[src/rtl/dummy_accelerator_mq_if.sv]
// Offload bus between the core-side request source and the dummy accelerator.
// Carries the request channel (valid_i/ready_o plus operands), the result
// channel (valid_o/ready_i plus result/tag), flush_i and the status outputs.
// Signal suffixes are as seen from the accelerator.
//   slave  : the accelerator side (takes requests, produces results)
//   master : the requester / write-back side
// Handshake rule for both channels: a transfer happens on a rising clock edge
// where valid and ready are both high. Once raised, valid_o and its payload
// hold until that transfer. ready_o never depends combinationally on valid_i.
interface dummy_accelerator_mq_if #(
  parameter int  WIDTH     = 32,
  parameter int  IMM_WIDTH = 11,
  parameter int  DEPTH     = 4,
  parameter type TagType   = logic [4:0]
);
  logic                   flush_i;
  logic                   valid_i;
  logic                   ready_o;
  logic [WIDTH-1:0]       rs1_value_i;
  logic [IMM_WIDTH-1:0]   imm_i;
  logic [1:0]             mode_i;
  TagType                 tag_i;
  logic                   valid_o;
  logic                   ready_i;
  logic [WIDTH-1:0]       result_o;
  TagType                 tag_o;
  logic [$clog2(DEPTH):0] occupancy_o;
  logic                   busy_o;

  modport slave (
    input  flush_i, valid_i, rs1_value_i, imm_i, mode_i, tag_i, ready_i,
    output ready_o, valid_o, result_o, tag_o, occupancy_o, busy_o
  );

  modport master (
    output flush_i, valid_i, rs1_value_i, imm_i, mode_i, tag_i, ready_i,
    input  ready_o, valid_o, result_o, tag_o, occupancy_o, busy_o
  );
endinterface

[src/rtl/dummy_accelerator_mq.sv]
// Dummy multi-outstanding accelerator.
// Requests are queued in a DEPTH-entry circular FIFO and executed in order.
// Each request waits imm[LAT_WIDTH-1:0] cycles, then presents
// rs1 op imm (XOR / ADD / SUB / ROTL selected by mode) with its tag.
// Ports:
//   clk_i   : clock
//   rst_i   : asynchronous active-high reset
//   bus     : request/result channels, flush and status (slave modport)
//   state_o : current FSM state (IDLE=0, BUSY=1, DONE=2), for observation
module dummy_accelerator_mq #(
  parameter int  WIDTH     = 32,
  parameter int  IMM_WIDTH = 11,
  parameter int  LAT_WIDTH = 4,
  parameter int  DEPTH     = 4,
  parameter type TagType   = logic [4:0]
) (
  input  logic                   clk_i,
  input  logic                   rst_i,
  dummy_accelerator_mq_if.slave  bus,
  output logic [1:0]             state_o
);

  localparam int PW = $clog2(DEPTH);
  localparam int SW = $clog2(WIDTH);

  localparam logic [1:0] IDLE = 2'd0;
  localparam logic [1:0] BUSY = 2'd1;
  localparam logic [1:0] DONE = 2'd2;

  // Queue storage; no reset needed, validity is tracked by the pointers.
  logic [WIDTH-1:0]     q_rs1  [DEPTH];
  logic [IMM_WIDTH-1:0] q_imm  [DEPTH];
  logic [1:0]           q_mode [DEPTH];
  TagType               q_tag  [DEPTH];

  // Pointers carry one extra wrap bit so full and empty are distinguishable.
  logic [PW:0] wr_ptr, rd_ptr;
  logic        empty, full, push, pop;

  logic [1:0]           state;
  logic [LAT_WIDTH-1:0] cnt;
  logic [LAT_WIDTH-1:0] exec_lat;
  logic [WIDTH-1:0]     exec_result;
  TagType               exec_tag;
  logic [WIDTH-1:0]     result_q;
  TagType               tag_q;

  logic [WIDTH-1:0]     h_rs1;
  logic [IMM_WIDTH-1:0] h_imm;
  logic [1:0]           h_mode;
  TagType               h_tag;
  logic [LAT_WIDTH-1:0] h_lat;
  logic [WIDTH-1:0]     imm_ext;
  logic [2*WIDTH-1:0]   rot;
  logic [WIDTH-1:0]     head_result;

  assign empty = (wr_ptr == rd_ptr);
  assign full  = (wr_ptr[PW] != rd_ptr[PW]) && (wr_ptr[PW-1:0] == rd_ptr[PW-1:0]);

  // Flush wins over everything; a request presented with flush is dropped.
  assign push = bus.valid_i && !full && !bus.flush_i;
  assign pop  = !bus.flush_i && !empty &&
                ((state == IDLE) || ((state == DONE) && bus.ready_i));

  assign h_rs1  = q_rs1[rd_ptr[PW-1:0]];
  assign h_imm  = q_imm[rd_ptr[PW-1:0]];
  assign h_mode = q_mode[rd_ptr[PW-1:0]];
  assign h_tag  = q_tag[rd_ptr[PW-1:0]];
  assign h_lat  = h_imm[LAT_WIDTH-1:0];

  // The result of the head entry is computed combinationally and captured
  // when that entry is popped, so no arithmetic sits behind result_o.
  always_comb begin
    imm_ext = WIDTH'(h_imm);
    // Rotate by shifting a doubled copy; the upper half is the rotated word.
    rot     = {h_rs1, h_rs1} << h_imm[SW-1:0];
    case (h_mode)
      2'd0:    head_result = h_rs1 ^ imm_ext;
      2'd1:    head_result = h_rs1 + imm_ext;
      2'd2:    head_result = h_rs1 - imm_ext;
      default: head_result = rot[2*WIDTH-1:WIDTH];
    endcase
  end

  always_ff @(posedge clk_i) begin
    if (push) begin
      q_rs1[wr_ptr[PW-1:0]]  <= bus.rs1_value_i;
      q_imm[wr_ptr[PW-1:0]]  <= bus.imm_i;
      q_mode[wr_ptr[PW-1:0]] <= bus.mode_i;
      q_tag[wr_ptr[PW-1:0]]  <= bus.tag_i;
    end
  end

  always_ff @(posedge clk_i or posedge rst_i) begin
    if (rst_i) begin
      wr_ptr      <= '0;
      rd_ptr      <= '0;
      state       <= IDLE;
      cnt         <= '0;
      exec_lat    <= '0;
      exec_result <= '0;
      exec_tag    <= '0;
      result_q    <= '0;
      tag_q       <= '0;
    end else if (bus.flush_i) begin
      wr_ptr   <= '0;
      rd_ptr   <= '0;
      state    <= IDLE;
      cnt      <= '0;
      result_q <= '0;
      tag_q    <= '0;
    end else begin
      if (push) wr_ptr <= wr_ptr + 1'b1;
      if (pop)  rd_ptr <= rd_ptr + 1'b1;

      if (pop) begin
        // Covers both the IDLE load and the back-to-back load out of DONE.
        exec_result <= head_result;
        exec_tag    <= h_tag;
        exec_lat    <= h_lat;
        cnt         <= '0;
        if (h_lat == '0) begin
          state    <= DONE;
          result_q <= head_result;
          tag_q    <= h_tag;
        end else begin
          state <= BUSY;
        end
      end else begin
        case (state)
          IDLE: state <= IDLE;
          BUSY: begin
            // result_o only changes on entry to DONE so it holds its last
            // value while the next entry is waiting.
            if (cnt == exec_lat - LAT_WIDTH'(1)) begin
              state    <= DONE;
              result_q <= exec_result;
              tag_q    <= exec_tag;
            end else begin
              cnt <= cnt + LAT_WIDTH'(1);
            end
          end
          DONE: if (bus.ready_i) state <= IDLE;
          default: state <= IDLE;
        endcase
      end
    end
  end

  assign bus.ready_o     = !full;
  assign bus.valid_o     = (state == DONE);
  assign bus.result_o    = result_q;
  assign bus.tag_o       = tag_q;
  assign bus.occupancy_o = wr_ptr - rd_ptr;
  assign bus.busy_o      = (state != IDLE) || !empty;
  assign state_o         = state;

endmodule

[src/flat_wrapper.sv]
// flat-port wrapper written by rule: the top's interface ports become plain ports
module dummy_accelerator_mq_flat 
#(
  parameter int  WIDTH     = 32,
  parameter int  IMM_WIDTH = 11,
  parameter int  LAT_WIDTH = 4,
  parameter int  DEPTH     = 4,
  parameter type TagType   = logic [4:0]
)
  (clk_i, rst_i, state_o, bus_flush_i, bus_valid_i, bus_rs1_value_i, bus_imm_i, bus_mode_i, bus_tag_i, bus_ready_i, bus_ready_o, bus_valid_o, bus_result_o, bus_tag_o, bus_occupancy_o, bus_busy_o);
  dummy_accelerator_mq_if #(.WIDTH(WIDTH), .IMM_WIDTH(IMM_WIDTH), .DEPTH(DEPTH), .TagType(TagType)) bus_i ();
  input  logic clk_i;
  input  logic rst_i;
  output logic [1:0] state_o;
  input wire logic [$bits(bus_i.flush_i)-1:0] bus_flush_i;
  input wire logic [$bits(bus_i.valid_i)-1:0] bus_valid_i;
  input wire logic [$bits(bus_i.rs1_value_i)-1:0] bus_rs1_value_i;
  input wire logic [$bits(bus_i.imm_i)-1:0] bus_imm_i;
  input wire logic [$bits(bus_i.mode_i)-1:0] bus_mode_i;
  input wire logic [$bits(bus_i.tag_i)-1:0] bus_tag_i;
  input wire logic [$bits(bus_i.ready_i)-1:0] bus_ready_i;
  output wire logic [$bits(bus_i.ready_o)-1:0] bus_ready_o;
  output wire logic [$bits(bus_i.valid_o)-1:0] bus_valid_o;
  output wire logic [$bits(bus_i.result_o)-1:0] bus_result_o;
  output wire logic [$bits(bus_i.tag_o)-1:0] bus_tag_o;
  output wire logic [$bits(bus_i.occupancy_o)-1:0] bus_occupancy_o;
  output wire logic [$bits(bus_i.busy_o)-1:0] bus_busy_o;
  assign bus_i.flush_i = bus_flush_i;
  assign bus_i.valid_i = bus_valid_i;
  assign bus_i.rs1_value_i = bus_rs1_value_i;
  assign bus_i.imm_i = bus_imm_i;
  assign bus_i.mode_i = bus_mode_i;
  assign bus_i.tag_i = bus_tag_i;
  assign bus_i.ready_i = bus_ready_i;
  assign bus_ready_o = bus_i.ready_o;
  assign bus_valid_o = bus_i.valid_o;
  assign bus_result_o = bus_i.result_o;
  assign bus_tag_o = bus_i.tag_o;
  assign bus_occupancy_o = bus_i.occupancy_o;
  assign bus_busy_o = bus_i.busy_o;
  dummy_accelerator_mq #(.WIDTH(WIDTH), .IMM_WIDTH(IMM_WIDTH), .LAT_WIDTH(LAT_WIDTH), .DEPTH(DEPTH), .TagType(TagType)) u_core (.clk_i(clk_i), .rst_i(rst_i), .bus(bus_i), .state_o(state_o));
endmodule
[config.mk]
export PLATFORM = sky130hd
export DESIGN_NAME = dummy_accelerator_mq_flat
export DESIGN_NICKNAME = d
export VERILOG_FILES = /design/src/rtl/dummy_accelerator_mq_if.sv /design/src/rtl/dummy_accelerator_mq.sv /design/src/flat_wrapper.sv
export SDC_FILE = /design/constraint.sdc
export NUM_CORES = 1
export LEC_CHECK = 0
export BUFFER_PORTS_ARGS = -buffer_cell sky130_fd_sc_hd__buf_4
export CAP_MARGIN = 20
export CORE_MARGIN = 5
export CORE_UTILIZATION = 43
export DETAILED_ROUTE_END_ITERATION = 12
export PLACE_DENSITY = 0.71
export SYNTH_ARGS = -nofsm -noshare
export SYNTH_HDL_FRONTEND = slang
export SYNTH_SLANG_ARGS = --single-unit
[constraint.sdc]
create_clock -name clk_i -period 10.8 [get_ports clk_i]
set_clock_uncertainty 0.05 [all_clocks]
set_input_delay 2.16 -clock clk_i [delete_from_list [all_inputs] [get_ports clk_i]]
set_output_delay 2.16 -clock clk_i [all_outputs]
set_load 0.05 [all_outputs]
=== Word-level counts from Yosys, hierarchy flattened ===
Memory sizes are Yosys's and may differ from the RTL's.
Index checks and enable logic that the tools add are counted.

* Bits in registers: 90
* Bits in writable memories: 200
* Bits of input ports: 55
* Output and inout port bits: 45
* Word-level logic and storage cells: 85
* Memories kept: 4

{| class="wikitable"
|+ Memory list
! memory !! depth !! width !! rd ports !! clocked after Yosys merged registers in !! write ports !! RTL line !! source
|-
| u_core.q_rs1 || 4 || 32 || 1 || 0 || 1 || dummy_accelerator_mq.sv:31 || <nowiki>logic [WIDTH-1:0] q_rs1 [DEPTH];</nowiki>
|-
| u_core.q_imm || 4 || 11 || 1 || 0 || 1 || dummy_accelerator_mq.sv:32 || <nowiki>logic [IMM_WIDTH-1:0] q_imm [DEPTH];</nowiki>
|-
| u_core.q_tag || 4 || 5 || 1 || 0 || 1 || dummy_accelerator_mq.sv:34 || <nowiki>TagType q_tag [DEPTH];</nowiki>
|-
| u_core.q_mode || 4 || 2 || 1 || 0 || 1 || dummy_accelerator_mq.sv:33 || <nowiki>logic [1:0] q_mode [DEPTH];</nowiki>
|}

* Add/sub/neg operators: 7
* Equality and inequality tests: 12
* Shift operators: 1
* Multiplexer cells: 27
* Bitwise gates (word level): 2
* Reductions and logical operators: 23

{| class="wikitable"
|+ Operator list
! kind !! count
|-
| $mux W32 || 5
|-
| $pmux W32 S3 || 1
|-
| $shl A64 B5 Y64 || 1
|-
| $add A32 B11 Y32 || 1
|-
| $sub A32 B11 Y32 || 1
|-
| $xor A32 B11 Y32 || 1
|-
| $mux W5 || 5
|-
| $mux W4 || 4
|-
| $mux W3 || 4
|-
| $mux W2 || 5
|-
| $add A3 B1 Y3 const B || 2
|-
| $logic_and A1 B1 Y1 || 6
|-
| $reduce_and A2 Y1 || 3
|-
| $reduce_bool A2 Y1 || 3
|-
| $reduce_bool A3 Y1 || 2
|-
| $add A4 B1 Y4 const B || 1
|-
| $eq A2 B1 Y1 const B || 2
|-
| $eq A2 B2 Y1 const B || 2
|-
| $eq A4 B4 Y1 || 1
|-
| $logic_not A2 Y1 || 2
|-
| $logic_not A4 Y1 || 1
|-
| $ne A4 B2 Y1 const B || 1
|-
| $ne A4 B3 Y1 const B || 1
|-
| $pmux W2 S2 || 1
|-
| 12 further kinds || 16
|}

=== Longest topological paths before layout ===
Gate-level depths: netlist (run 1).

* Word-level depth: 7
* Mapped depth: 22
* Gate-level depth less buffers: 17

=== Least setup slack after synthesis (run 1) ===
OpenSTA, ideal clock, no wires.

* Path kind: register -> register
* From: register u_core.rd_ptr[0]
* To: register u_core.result_q[24] (netlist: u_core.bus.result_o[24])
* Setup time: 0.133 ns
* Arrival time: 4.738 ns
* Required time: 10.617 ns
* Setup slack: 5.879 ns
* Stages on the path, launching flop included: 19
* Path buffers: 4
* Clock period less this slack: 4.921 ns
* Cells stage by stage: dfrtp_1 -> buf_6 -> buf_12 -> buf_4 -> mux4_2 -> inv_1 -> ha_1 -> clkbuf_1 -> mux2_2 -> fa_1 -> nand2b_1 -> a21o_1 -> a31oi_1 -> a31oi_1 -> o31ai_2 -> a41oi_1 -> xnor2_1 -> a221oi_1 -> o31ai_1

* Word-level cells in the longest chain between the ends: 6
* Elaborated cells on any way between the ends: 23
* Those cells by class: add/sub (2); eq/ne (4); shift (1); mux (4); bitwise (1); reduce/logical (8); memory (3)

{| class="wikitable"
|+ RTL lines
! what !! RTL line !! source
|-
| start, declared || dummy_accelerator_mq.sv:37 || <nowiki>logic [PW:0] wr_ptr, rd_ptr;</nowiki>
|-
| start signal, assigned || dummy_accelerator_mq.sv:114 || <nowiki>if (pop) rd_ptr <= rd_ptr + 1'b1;</nowiki>
|-
| $mem_v2 Z4 W32, or another cell as far along || -- ||
|-
| $sub A32 B11 Y32, or another cell as far along || dummy_accelerator_mq.sv:80 || <nowiki>2'd2: head_result = h_rs1 - imm_ext;</nowiki>
|-
| $pmux W32 S3 / $logic_and A1 B1 Y1 (equally long branches) || dummy_accelerator_mq.sv:77, dummy_accelerator_mq.sv:62 ||
|-
| $mux W32 / $logic_and A1 B1 Y1 (equally long branches) || dummy_accelerator_mq.sv:122, dummy_accelerator_mq.sv:62 ||
|-
| $mux W32, or another cell as far along || dummy_accelerator_mq.sv:116 || <nowiki>if (pop) begin</nowiki>
|-
| $mux W32 / $reduce_and A3 Y1 (equally long branches) || -- ||
|-
| end signal, assigned || dummy_accelerator_mq.sv:124 || <nowiki>result_q <= head_result;</nowiki>
|-
| end signal, assigned || dummy_accelerator_mq.sv:137 || <nowiki>result_q <= exec_result;</nowiki>
|-
| end, declared || dummy_accelerator_mq.sv:45 || <nowiki>logic [WIDTH-1:0] result_q;</nowiki>
|}

Several ways; a longest one is shown, not always the timed one. The select of a mux whose other input is x is not followed.
A chain may end at the register's enable or synchronous reset.

=== Worst setup path in the final report (run 1) ===
Same ends and word-level chain as after synthesis.

==> flow_metrics.py, run 1 <==
metrics = {
    "critical_path": {
        "cp.required_ps": 11190,
        "reg2reg_from": "u_core.rd_ptr[0]",
        "crit_type": "flop to flop",
        "rr_worst_depth": 18,
        "worstPathMaxFanout": 37,
        "r2r_slack_ps": 3940,
        "slowest_delay_ps": 790,
        "crit_chain": "mux4_2 > buf_4 > inv_1 > ha_1 > nand2b_1 > nor2_1 > nor2_1 > xnor2_1 > ha_1 > o211ai_1 > a21o_1 > a31oi_1 > a31oi_1 > o31ai_2 > a41oi_1 > xnor2_1 > a221oi_1 > o31ai_1",
        "crit_family": "compound AO/OA/AOI/OAI gates",
        "cp.buffers_inverters": 2,
        "r2r-end": "u_core.bus.result_o[24]",
        "cp-start-kind": "flop",
        "worstPathArrival_ps": 7250,
        "cp_slowest_cell": "dfrtp_4",
        "end_kind": "flop",
    },
    "route": {
        "wl_met1_um": 19500,
        "drtIter0Drc": 1023,
        "drt_pre_antenna_iters": 6,
        "dr.max_layer_used": "met4",
        "num_vias": 10900,
        "met3_length_um": 3630,
        "routed_wl_um": 43500,
        "drc": 0,
        "postRouteAntennaNets": 0,
        "routedWlPerCell_um": 24.2,
        "met2_length_um": 18900,
        "via_per_inst": 6.05,
    },
    "finish": {
        "area_growth_pct": 13.0,
        "multiInputGateArea_um2": 7170,
        "fillers": 3195,
        "nets": 1412,
        "seqCellArea_um2": 8260,
        "layout.cells.non_filler": 1801,
        "antenna_cells": 0,
        "drive_gt1_frac": 0.200,
    },
    "clock_tree": {
        "cts.clk_slew.worst_paths_ps": 60,
        "cts_tree": "yes",
        "cts_htree_levels": 1,
        "cts_sinks": 290,
        "post_cts_buffers": 0,
        "holdBufCountCts": 0,
        "ctsResizeCount": 0,
        "clk_path_buf_depth": 3,
        "cts_made_buffers": 30,
        "clock_latency_ps": 570,
        "cts_root_buffer": "clkbuf_16",
    },
    "flow_run": {
        "max_cap_viol_count": 0,
    },
    "grt": {
        "grt_pass1_vias": 10800,
        "gr-total-overflow": 0,
        "antenna_found_initial": 1,
        "grt_pass1_wl_um": 67300,
        "track_usage": 0.209,
        "grt_max_degree": 67,
    },
    "synthesis": {
        "synth-simple-area-share": 0.0724,
        "synth_sequential_area_ratio": 0.518,
        "syn_avg_cell_area_um2": 12.8,
        "netlist_area_um2": 15900,
        "syn-instance-count": 1246,
        "ys_types": 67,
        "synth_nets": 1348,
        "synth_compound_area_frac": 0.129,
        "synth-seq-cells": 290,
        "synth_edf_count": 200,
        "synthAdderAreaFrac": 0.0378,
        "synth_xor_area_frac": 0.0297,
        "ys_warn_count": 0,
        "synth_top_family_by_area": "multiplexers",
        "synthMuxAreaShare": 0.179,
        "async_flop_share": 0.310,
        "ys.flop_type": "edfxtp_1",
    },
    "timing": {
        "slew_headroom": 0.362,
        "setup_viol": 0,
        "fin_crit_sh": 0.636,
        "slew_violations": 0,
        "min_period_ps": 6860,
        "worst_pin_slew_ps": 956,
        "max_freq_mhz": 146,
        "setup_tns_ps": 0,
        "finalWorstSetupSlack_ps": 3940,
        "holdWs_ps": 420,
        "final-hold-violation-count": 0,
        "rsz0062_at_grt": "no",
    },
    "worst_hold_path": {
        "hp-class": "flop to flop",
        "whs_path_depth": 2,
        "hold_path.startpoint": "u_core.exec_result[5]",
        "whs_endpoint": "u_core.exec_result[5]",
    },
    "placed_design": {
        "detailedPlace.worstSlack_ps": 4080,
        "hpwl_um": 30400,
        "dp_cells": 1746,
        "port_buffers": 99,
        "place_congestion": 0.977,
    },
    "floorplanning": {
        "dieArea_um2": 41000,
        "core-area_um2": 36600,
        "die_y_um": 203,
        "rows": 70,
        "die_w_um": 203,
        "start_util": 0.435,
        "ios": 100,
    },
    "outcome": {
        "status": "complete, no violations",
    },
}
==> kinds of logic after synthesis <==
kind of cell | count (synthesis)
compound gates | 294
flops | 290
simple gates | 256
mux | 193
buf+inv | 112
xor+xnor | 54
fa+ha+maj | 47
==> worst register-to-register path, cell delays in order (launching register included) <==
cell,delay (ps)
dfrtp_4,790
mux4_2,580
buf_4,300
inv_1,770
ha_1,320
nand2b_1,100
nor2_1,610
nor2_1,120
xnor2_1,170
ha_1,370
o211ai_1,110
a21o_1,200
a31oi_1,390
a31oi_1,310
o31ai_2,670
a41oi_1,230
xnor2_1,170
a221oi_1,340
o31ai_1,130
==> stage by stage <==
stage           util  cell area [µm²]
6_report       0.492            18000
5_1_grt        0.492            18000
4_1_cts        0.492            18000
3_5_place_dp   0.465            17000
3_3_place_gp   0.464            17000
2_1_floorplan      -            15900
==> registers in the layout, summed over array words and instances, names as in the netlist <==
| signal | cells |
|---|---|
| u_core.wr_ptr | 3 |
| u_core.q_mode | 8 |
| u_core.bus.tag_o | 5 |
| u_core.q_rs1 | 128 |
| u_core.state_o | 2 |
| u_core.q_tag | 20 |
| u_core.exec_result | 32 |
| u_core.exec_tag | 5 |
| u_core.exec_lat | 4 |
| u_core.q_imm | 44 |
| u_core.cnt | 4 |
| u_core.rd_ptr | 3 |
| u_core.bus.result_o | 32 |
==> cell usage in the layout, fill, tap and decap left out, types with 17 or more instances in the layout <==
cell type  Yosys  layout
ha_1          45      45
buf_4          8     115
xnor2_1       34      34
dfrtp_1       90      88
o31ai_1       23      23
inv_1         27      26
mux4_2        49      50
a21o_1        17      17
a21oi_1       51      51
mux2_2        27      27
xor2_1        20      20
nand2_1      121     121
o21ai_0       42      42
clkbuf_16      0      30
edfxtp_1     200     200
a22o_1        33      33
a221oi_1      23      23
nor2_1        57      57
mux2i_1      100     100
==> metal layers <==
metal / GRT usage / vias up
li1: - / 4963
met1: 0.305 / 5410
met2: 0.312 / 433
met3: 0.0495 / 85
met4: 0.0630 / 0
met5: 0 / -
==> how the worst max path moves through the flow <==
stage	startpoint	to	slack [ps]	depth (start not counted)
after floorplan	u_core.rd_ptr[0]	u_core.bus.result_o[24]	5880	18
after global placement	u_core.rd_ptr[0]	u_core.bus.result_o[24]	4220	18
after detailed placement	u_core.rd_ptr[0]	u_core.bus.result_o[24]	4080	18
after CTS	u_core.rd_ptr[0]	u_core.bus.result_o[24]	4060	18
after global routing	u_core.rd_ptr[0]	u_core.bus.result_o[24]	3460	18
final	u_core.rd_ptr[0]	u_core.bus.result_o[24]	3940	18
==> cells in the mapped netlist, types with 18 or more instances <==
library cell  instances  area, µm²
a21oi_1              51        255
a221oi_1             23        201
a22o_1               33        289
buf_2                18       90.1
clkbuf_1             45        169
dfrtp_1              90       2250
edfxtp_1            200       6010
ha_1                 45        563
inv_1                27        101
mux2_2               27        304
mux2i_1             100       1000
mux4_2               49       1100
nand2_1             121        454
nor2_1               57        214
o21ai_0              42        210
o31ai_1              23        173
xnor2_1              34        298
xor2_1               20        175
==> cell type report <==
| cell class | count | share of cell area |
|---|---|---|
| Timing Repair Buffer | 116 | 0.0495 |
| Inverter | 28 | 0.00591 |
| Sequential cell | 290 | 0.459 |
| Clock inverter | 20 | 0.0108 |
| Multi-Input combinational cell | 844 | 0.398 |
| Tap cell | 468 | 0.0325 |
| Clock buffer | 35 | 0.0444 |
Power of run 1 is not shown: default switching activity piles up to over one toggle a cycle in this logic, so the estimate is an artifact.
==> run 2, diff against run 1 <==
- PLACE_DENSITY: 0.71 -> 0.73
- clock period: 10.8 -> 5.7 ns (I/O delays scaled with it)
==> flow_metrics.py, run 2 (synthesized netlist as in run 1, its figures left out) <==
metrics = {
    "route": {
        "via_per_inst": 6.07,
        "postRouteAntennaNets": 0,
        "drtIter0Drc": 1130,
        "drt_pre_antenna_iters": 5,
        "num_vias": 11000,
        "drc": 0,
        "routed_wl_um": 43400,
        "routedWlPerCell_um": 23.9,
    },
    "critical_path": {
        "cp.required_ps": 6110,
        "cp.buffers_inverters": 2,
        "worstPathArrival_ps": 5690,
        "cp_slowest_cell": "mux4_1",
        "slowest_delay_ps": 670,
        "crit_type": "flop to flop",
        "crit_chain": "buf_6 > mux4_1 > nor4_1 > buf_4 > nand2_1 > nor2_1 > ha_1 > mux2i_1 > ha_1 > and2_1 > a21bo_2 > nor2_1 > a21oi_1 > o21ai_1 > xnor2_1 > a221oi_1 > o21ai_0 > a22o_1",
        "crit_family": "compound AO/OA/AOI/OAI gates",
        "worstPathMaxFanout": 16,
        "cp-start-kind": "flop",
        "end_kind": "flop",
    },
    "timing": {
        "final-hold-violation-count": 0,
        "max_freq_mhz": 190,
        "slew_headroom": 0.424,
        "setup_viol": 0,
        "fin_crit_sh": 0.926,
        "worst_pin_slew_ps": 863,
        "rsz0062_at_grt": "no",
        "min_period_ps": 5280,
        "setup_tns_ps": 0,
        "slew_violations": 0,
    },
    "clock_tree": {
        "cts_made_buffers": 29,
        "cts_htree_levels": 1,
        "cts_sinks": 290,
        "clock_latency_ps": 570,
        "clk_path_buf_depth": 3,
        "post_cts_buffers": 0,
        "cts_tree": "yes",
        "cts_root_buffer": "clkbuf_16",
        "cts.clk_slew.worst_paths_ps": 70,
    },
    "worst_hold_path": {
        "hp-class": "flop to flop",
    },
    "finish": {
        "area_growth_pct": 13.6,
        "most-common-layout-cells": "edfxtp_1, buf_4, nand2_1, mux2i_1, dfrtp_1",
        "final_util": 0.494,
        "antenna_cells": 0,
        "fillers": 3199,
        "layout_commonest_cell": "edfxtp_1",
        "drive_gt1_frac": 0.207,
        "nets": 1425,
        "largest_register_ff_count": 128,
    },
    "floorplanning": {
        "dieArea_um2": 41000,
        "rows": 70,
        "die_w_um": 203,
        "die_y_um": 203,
        "ios": 100,
        "core-area_um2": 36600,
        "start_util": 0.435,
    },
    "grt": {
        "track_usage": 0.207,
        "grt_pass1_wl_um": 66300,
        "grt_max_degree": 67,
        "antenna_found_initial": 0,
        "gr-total-overflow": 0,
        "grt_pass1_vias": 10600,
    },
    "outcome": {
        "status": "complete, no violations",
    },
    "flow_run": {
        "max_cap_viol_count": 0,
    },
    "placed_design": {
        "port_buffers": 99,
        "hpwl_um": 31200,
        "place_congestion": 0.979,
    },
}
## run 2: changes by cell type in the layout (fill, tap and decap cells not counted), sizes merged
cell,previous run,this run
clkbuf,35,39
clkinvlp,1,0
inv,28,30
buf,116,130
clkinv,16,9
## run 2: area by class of cell
| type | instances | area [µm²] | share of cell area |
|---|---|---|---|
| tap | 468 | 586 | 0.0323 |
| sequential | 290 | 8260 | 0.456 |
| inverter | 28 | 106 | 0.00587 |
| multi-input combinational | 844 | 7190 | 0.397 |
| clock buffer | 39 | 805 | 0.0444 |
| timing repair buffer | 130 | 980 | 0.0541 |
| clock inverter | 14 | 171 | 0.00947 |
## run 2: per-layer routing
metal | GRT usage | up-vias | share of wire | wire length (µm)
met3 | 0.0398 | 87 | 0.077 | 3320
met4 | 0.0495 | 0 | 0.028 | 1240
met5 | 0 | - | 0 | 0
li1 | - | 5008 | - | -
met2 | 0.312 | 439 | 0.44 | 19200
met1 | 0.313 | 5465 | 0.45 | 19600
## run 2: repair_timing
action,4_1_cts,5_1_grt
hold buffers,0,0
resized for setup,0,7
setup endpoints to repair,0,18
## run 2: path summary, 6_finish.rpt
| kind | from | end | slack (ps) | depth (start not counted) |
|---|---|---|---|---|
| worst min-delay path | u_core.exec_result[5] | u_core.exec_result[5] | 420 | 2 |
| worst max-delay path | u_core.rd_ptr[0] | u_core.bus.result_o[27] | 420 | 18 |
| min in group asynchronous | rst_i | u_core.exec_tag[3] | 650 | 2 |
| worst min register to register | u_core.exec_result[5] | u_core.exec_result[5] | 420 | 2 |
| max in group asynchronous | rst_i | u_core.rd_ptr[0] | 3820 | 3 |
| worst max register to register | u_core.rd_ptr[0] | u_core.bus.result_o[27] | 420 | 18 |
## run 2: stage by stage
stage,cell area [µm²],hold WS (ps),worst slack (ps),std cells
2_1_floorplan,15900,382,779,1246
3_3_place_gp,17100,395,344,1760
3_5_place_dp,17100,408,275,1760
4_1_cts,18100,423,211,1813
5_1_grt,18100,436,39.6,1813
6_report,18100,418,423,1813
## run 2: worst min-delay path, delay by kind of cell (launching register included)
family,cells,cell delay [ps]
flops,1,320
simple gates,2,110
Power of run 2 is left out for the same reason.
